$ cat src/rtl/dmem_lsu.sv
// dmem_lsu: data-memory load/store unit for the RV32I memory stage.
// Owns a word-organised RAM of DEPTH_WORDS x 32 bits and serves one
// request at a time over a valid/ready request/response handshake.
// Supports LB/LH/LW/LBU/LHU loads and SB/SH/SW stores (little-endian),
// with WAIT_STATES extra cycles between accept and the memory access.
//
// Ports:
//   clk, rst_n             clock, synchronous active-low reset
//   req_valid / req_ready  request handshake (ready only while idle)
//   req_we                 1 = store, 0 = load
//   req_funct3             RV32I funct3 selecting access size/extension
//   req_addr, req_wdata    byte address and store data
//   rsp_valid / rsp_ready  response handshake
//   rsp_rdata              extended load data (0 for stores and errors)
//   rsp_err                illegal funct3, out-of-range or misaligned
//
// Build option: define DMEM_LSU_MISALIGN_TRAP_EN to report misaligned
// halfword/word accesses as errors; otherwise the low address bits are
// truncated to the natural alignment and the access completes.
module dmem_lsu #(
  parameter int unsigned DEPTH_WORDS = 64,
  parameter int unsigned WAIT_STATES = 0
) (
  input  logic        clk,
  input  logic        rst_n,
  input  logic        req_valid,
  output logic        req_ready,
  input  logic        req_we,
  input  logic [2:0]  req_funct3,
  input  logic [31:0] req_addr,
  input  logic [31:0] req_wdata,
  output logic        rsp_valid,
  input  logic        rsp_ready,
  output logic [31:0] rsp_rdata,
  output logic        rsp_err
);

  localparam int unsigned IDX_W = (DEPTH_WORDS > 1) ? $clog2(DEPTH_WORDS) : 1;

  typedef enum logic [1:0] {IDLE, BUSY, RESP} state_t;

  state_t      state, state_d;
  logic [3:0]  cnt;
  logic        we_q;
  logic [2:0]  f3_q;
  logic [31:0] addr_q;
  logic [31:0] wdata_q;

  logic [31:0] mem [DEPTH_WORDS];

  logic             size_half, size_word;
  logic             funct_ok, in_range, misalign, acc_err;
  logic [1:0]       lane;
  logic [IDX_W-1:0] idx;
  logic [31:0]      rd_word, wr_word, load_data;
  logic [7:0]       sel_byte;
  logic [15:0]      sel_half;
  logic             do_write;

  // Access decode on the latched request
  always_comb begin
    size_half = (f3_q[1:0] == 2'b01);
    size_word = (f3_q[1:0] == 2'b10);
    case (f3_q)
      3'b000, 3'b001, 3'b010: funct_ok = 1'b1;
      3'b100, 3'b101:         funct_ok = !we_q;
      default:                funct_ok = 1'b0;
    endcase
    in_range = (addr_q[31:2] < 30'(DEPTH_WORDS));
    idx      = addr_q[IDX_W+1:2];
  end

  always_comb begin
`ifdef DMEM_LSU_MISALIGN_TRAP_EN
    misalign = (size_half && addr_q[0]) || (size_word && (addr_q[1:0] != 2'b00));
    lane     = addr_q[1:0];
`else
    // Misaligned addresses fall back to the naturally aligned lane
    misalign = 1'b0;
    lane     = size_word ? 2'b00 : (size_half ? {addr_q[1], 1'b0} : addr_q[1:0]);
`endif
    acc_err  = !funct_ok || !in_range || misalign;
  end

  // Read path and load extension
  always_comb begin
    rd_word  = mem[idx];
    sel_byte = rd_word[{lane, 3'b000} +: 8];
    sel_half = lane[1] ? rd_word[31:16] : rd_word[15:0];
    case (f3_q)
      3'b000:  load_data = {{24{sel_byte[7]}}, sel_byte};
      3'b001:  load_data = {{16{sel_half[15]}}, sel_half};
      3'b100:  load_data = {24'h0, sel_byte};
      3'b101:  load_data = {16'h0, sel_half};
      default: load_data = rd_word;
    endcase
  end

  // Store merge: untouched lanes keep their current contents
  always_comb begin
    wr_word = rd_word;
    case (f3_q[1:0])
      2'b00: wr_word[{lane, 3'b000} +: 8] = wdata_q[7:0];
      2'b01: begin
        if (lane[1]) wr_word[31:16] = wdata_q[15:0];
        else         wr_word[15:0]  = wdata_q[15:0];
      end
      default: wr_word = wdata_q;
    endcase
    do_write = (state == BUSY) && (cnt == '0) && we_q && !acc_err;
  end

  // Next-state and handshake outputs
  always_comb begin
    state_d   = state;
    req_ready = 1'b0;
    rsp_valid = 1'b0;
    case (state)
      IDLE: begin
        req_ready = 1'b1;
        if (req_valid) state_d = BUSY;
      end
      BUSY: if (cnt == '0) state_d = RESP;
      RESP: begin
        rsp_valid = 1'b1;
        if (rsp_ready) state_d = IDLE;
      end
      default: state_d = IDLE;
    endcase
  end

  always_ff @(posedge clk) begin
    if (!rst_n) begin
      state     <= IDLE;
      cnt       <= '0;
      we_q      <= 1'b0;
      f3_q      <= '0;
      addr_q    <= '0;
      wdata_q   <= '0;
      rsp_rdata <= '0;
      rsp_err   <= 1'b0;
    end else begin
      state <= state_d;
      case (state)
        IDLE: if (req_valid) begin
          we_q    <= req_we;
          f3_q    <= req_funct3;
          addr_q  <= req_addr;
          wdata_q <= req_wdata;
          cnt     <= 4'(WAIT_STATES);
        end
        BUSY: begin
          if (cnt != '0) begin
            cnt <= cnt - 4'd1;
          end else begin
            rsp_rdata <= (acc_err || we_q) ? '0 : load_data;
            rsp_err   <= acc_err;
          end
        end
        default: ;
      endcase
    end
  end

  // RAM has no reset; a reset cycle suppresses any pending write
  always_ff @(posedge clk) begin
    if (rst_n && do_write) mem[idx] <= wr_word;
  end

endmodule

$ cat config.mk
export PLATFORM = sky130hd
export DESIGN_NAME = dmem_lsu
export DESIGN_NICKNAME = d
export VERILOG_FILES = /design/src/rtl/dmem_lsu.sv
export SDC_FILE = /design/constraint.sdc
export NUM_CORES = 2
export LEC_CHECK = 0
export ABC_AREA = 1
export BUFFER_PORTS_ARGS = -buffer_cell sky130_fd_sc_hd__buf_2
export CORE_MARGIN = 2
export CORE_UTILIZATION = 46
export DETAILED_ROUTE_END_ITERATION = 16
export PLACE_DENSITY = 0.68
export SETUP_SLACK_MARGIN = 0.05
export SYNTH_ARGS = -nofsm -noshare
export SYNTH_HDL_FRONTEND = slang
export SYNTH_SLANG_ARGS = --single-unit
$ cat constraint.sdc
create_clock -name clk -period 11.6 [get_ports clk]
set_input_delay 1.74 -clock clk [delete_from_list [all_inputs] [get_ports clk]]
set_output_delay 1.74 -clock clk [all_outputs]
set_load 0.02 [all_outputs]
==> summary.md <==
| Metric | Value |
|---|---|
| Synthesized cell area | 0.0869 mm^2 |
| Final WL | 250 mm |
| Adder-cell share of the synthesized area | 0.00101 |
| Routed WL per cell | 25.8 um |
| Total grt overflow | 0 |
| Post-synth top flop | edfxtp_1 |
| Vias in the first global route | 54347 |
| Slew Limit Fails | 0 |
| Clock Latency Late Sink | 860 ps |
| CP Max Fanout | 150 |
| Syn. warnings | 0 |
| Core region area | 0.188 mm^2 |
| Post-Synth Simple-Gate Area | 0.129 |
| Synth unique cells | 38 |
| Dpl hpwl | 138 mm |
| Final min period | 6310 ps |
| RSZ-0062 raised after global routing | no |
| Flops & latches, synth | 2161 |
| Die area | 0.192 mm^2 |
| Drt first pass iters | 6 |
| Most frequent cell after synthesis | edfxtp_1 |
| Clock skew | 46.8 ps |
| GPL Wtd Cong | 0.988 |
| Initial core utilization | 0.463 |
| Sequential area share after synthesis | 0.734 |
| Slew @ Worst Pin | 1320 ps |
| Clock group share of total power | 0.343 |
| Crit start category | register |
| Combinational power share | 0.166 |
| Overall Global Routing Usage | 0.254 |
| Pre-CTS WS | 5640 ps |
| Fin crit share | 0.544 |
| First-pass GRT wire length | 365 mm |
| CTS buffer count | 211 |
| Reg clk slew, reported paths | 60 ps |
| Post-synthesis mux area share | 0 |
| CP Capture Type | register |
| Setup Crit Path Kind | reg -> reg |
| Peak supply drop | 0.193 mV |
| Pint | 13600 uW |
| Area leader, netlist | edfxtp_1 |
| Synth top area share | 0.708 |
| Syn Area/Cell | 12.2 um^2 |
| Compound-gate portion of the synthesized area | 0.103 |
| EDFF count, synth | 2048 |
| Hold-fix buffers, CTS | 0 |
| Xor/xnor share of the synthesized area | 0 |
| # fillers | 15770 |
| Sw power | 5560 uW |
| Syn-to-layout area delta | 10.9% |
| Initial antenna violation count | 6 |
| Vias post-DR | 58629 |
| DRC | 0 |
| CP required | 12170 ps |
| Largest net degree at the start of global routing | 277 |
| DRT iter0 DRCs | 8164 |
| Die X | 439 um |
| IO Pins | 107 |
| CTS tree | done |
| Main combinational cell family by area after synthesis | simple AND/OR/NAND/NOR gates |
| Die H | 439 um |
| Rel. slew slack | 0.117 |
| Port bufs | 106 |
| Final WS setup | 5290 ps |
| Clk buf depth | 3 |
| Share of cells above drive strength 1 | 0.0871 |
| Post-Synthesis Cells | 7104 |
| Outcome | finished clean |
| LEAKAGE | 0.0318 uW |
| DRT antenna net count | 0 |
| Setup Buffers After CTS | 0 |
| Clock Sinks | 2161 |
| Clk root buf | clkbuf_16 |
| Fin nets | 7109 |
| Register area | 0.0638 mm^2 |
| Syn_nets | 7183 |
| Flop pwr share | 0.490 |
| Pwr/cell area | 199 mW/mm^2 |
| Achievable Freq | 158 MHz |
| Max_cap viols | 0 |
| PostCTS Resize Cnt | 0 |
| Setup_tns | 0 ps |
| Synth area leaders | edfxtp_1, o21ai_0, nor2_1 |
| Multi-input logic area | 0.0210 mm^2 |
| Post-synth top cells | edfxtp_1, nor2_1, o21ai_0 |
| Data arrival, critical path | 6880 ps |
| Final setup viols | 0 |
| H-Tree Depth | 4 |
| Asr flop ratio synth | 0 |
| Vias per cell | 6.04 |
| Cell row count | 159 |
| Switch share | 0.291 |
| Hold Fails Final Rpt | 0 |
| Tightest Hold Check Type | reg -> reg |
[per-stage QoR]
stage	std cells	area, um^2	total power [uW]	hold WS, ps	util
detailed placement	9312	89700	12600	458	0.478
global route	9705	96300	19700	479	0.513
finish	9706	96300	19100	466	0.513
floorplan	7104	86900	11300	449	-
global placement	9312	89700	12600	456	0.478
CTS	9705	96300	19100	467	0.513
[placed cells by master, fill, tap and decap left out, types with 66 or more instances in the layout]
cell type  count
clkinv_1      66
o22ai_1      456
buf_4        103
nand2_1      905
a21oi_1       88
edfxtp_1    2048
nor2_1      1058
buf_2        106
clkbuf_16    213
o21ai_0      950
nand3_1      666
dfxtp_1      108
o21ai_1       75
[state kept, by name (all words and copies together), names as in the netlist, named ones only]
register,flops
addr_q,32
cnt,4
f3_q,3
mem,2048
rsp_err,1
rsp_rdata,32
state,2
wdata_q,32
we_q,1
[critical path: stages, from the launching register on]
cell	delay, ps
dfxtp_4	820
buf_12	500
buf_4	830
buf_4	700
o21ai_0	220
o22ai_1	210
nand2_1	80
nand3_1	100
nand3_1	210
nand3_1	210
nand2_1	90
nand2_1	80
nand2_1	90
o221ai_4	980
buf_4	560
[worst paths after layout]
path,start,to,slack [ps],cells past startpoint
setup / recovery,register,mem[41][8],5290,14
hold / removal,rsp_rdata[0],rsp_rdata[0],470,2
setup reg to reg,register,mem[41][8],5290,14
hold reg to reg,rsp_rdata[0],rsp_rdata[0],470,2
[cell type report]
type,count,area share
well taps,2495,0.0324
clock inverters,139,0.0112
multi-input cells,4377,0.218
clock buffers,254,0.0573
inverters,59,0.00287
repair buffers,220,0.0158
diodes,1,0.0000260
flip-flops and latches,2161,0.662
[power by group through the flow]
stage | registers (uW) | clock network (uW) | logic, uW
detailed placement | 9550 | 0 | 3100
global placement | 9540 | 0 | 3040
global route | 9380 | 6910 | 3360
floorplan | 9610 | 0 | 1710
finish | 9380 | 6570 | 3180
CTS | 9380 | 6610 | 3110
[logic make-up after synthesis]
| logic type | count (synthesis) |
|---|---|
| adders and majority gates | 7 |
| DFF | 2161 |
| AOI/OAI and AO/OA | 1635 |
| buffers and inverters | 566 |
| and+or+nand+nor | 2735 |
[routing by layer]
metal | vias up | GRT usage | share of wire
met5 | - | 0 | 0.000036
met4 | 2 | 0.118 | 0.049
met3 | 483 | 0.0487 | 0.10
li1 | 25872 | - | -
met1 | 29060 | 0.354 | 0.39
met2 | 3212 | 0.386 | 0.46
Power figures use the tool's default switching activity.
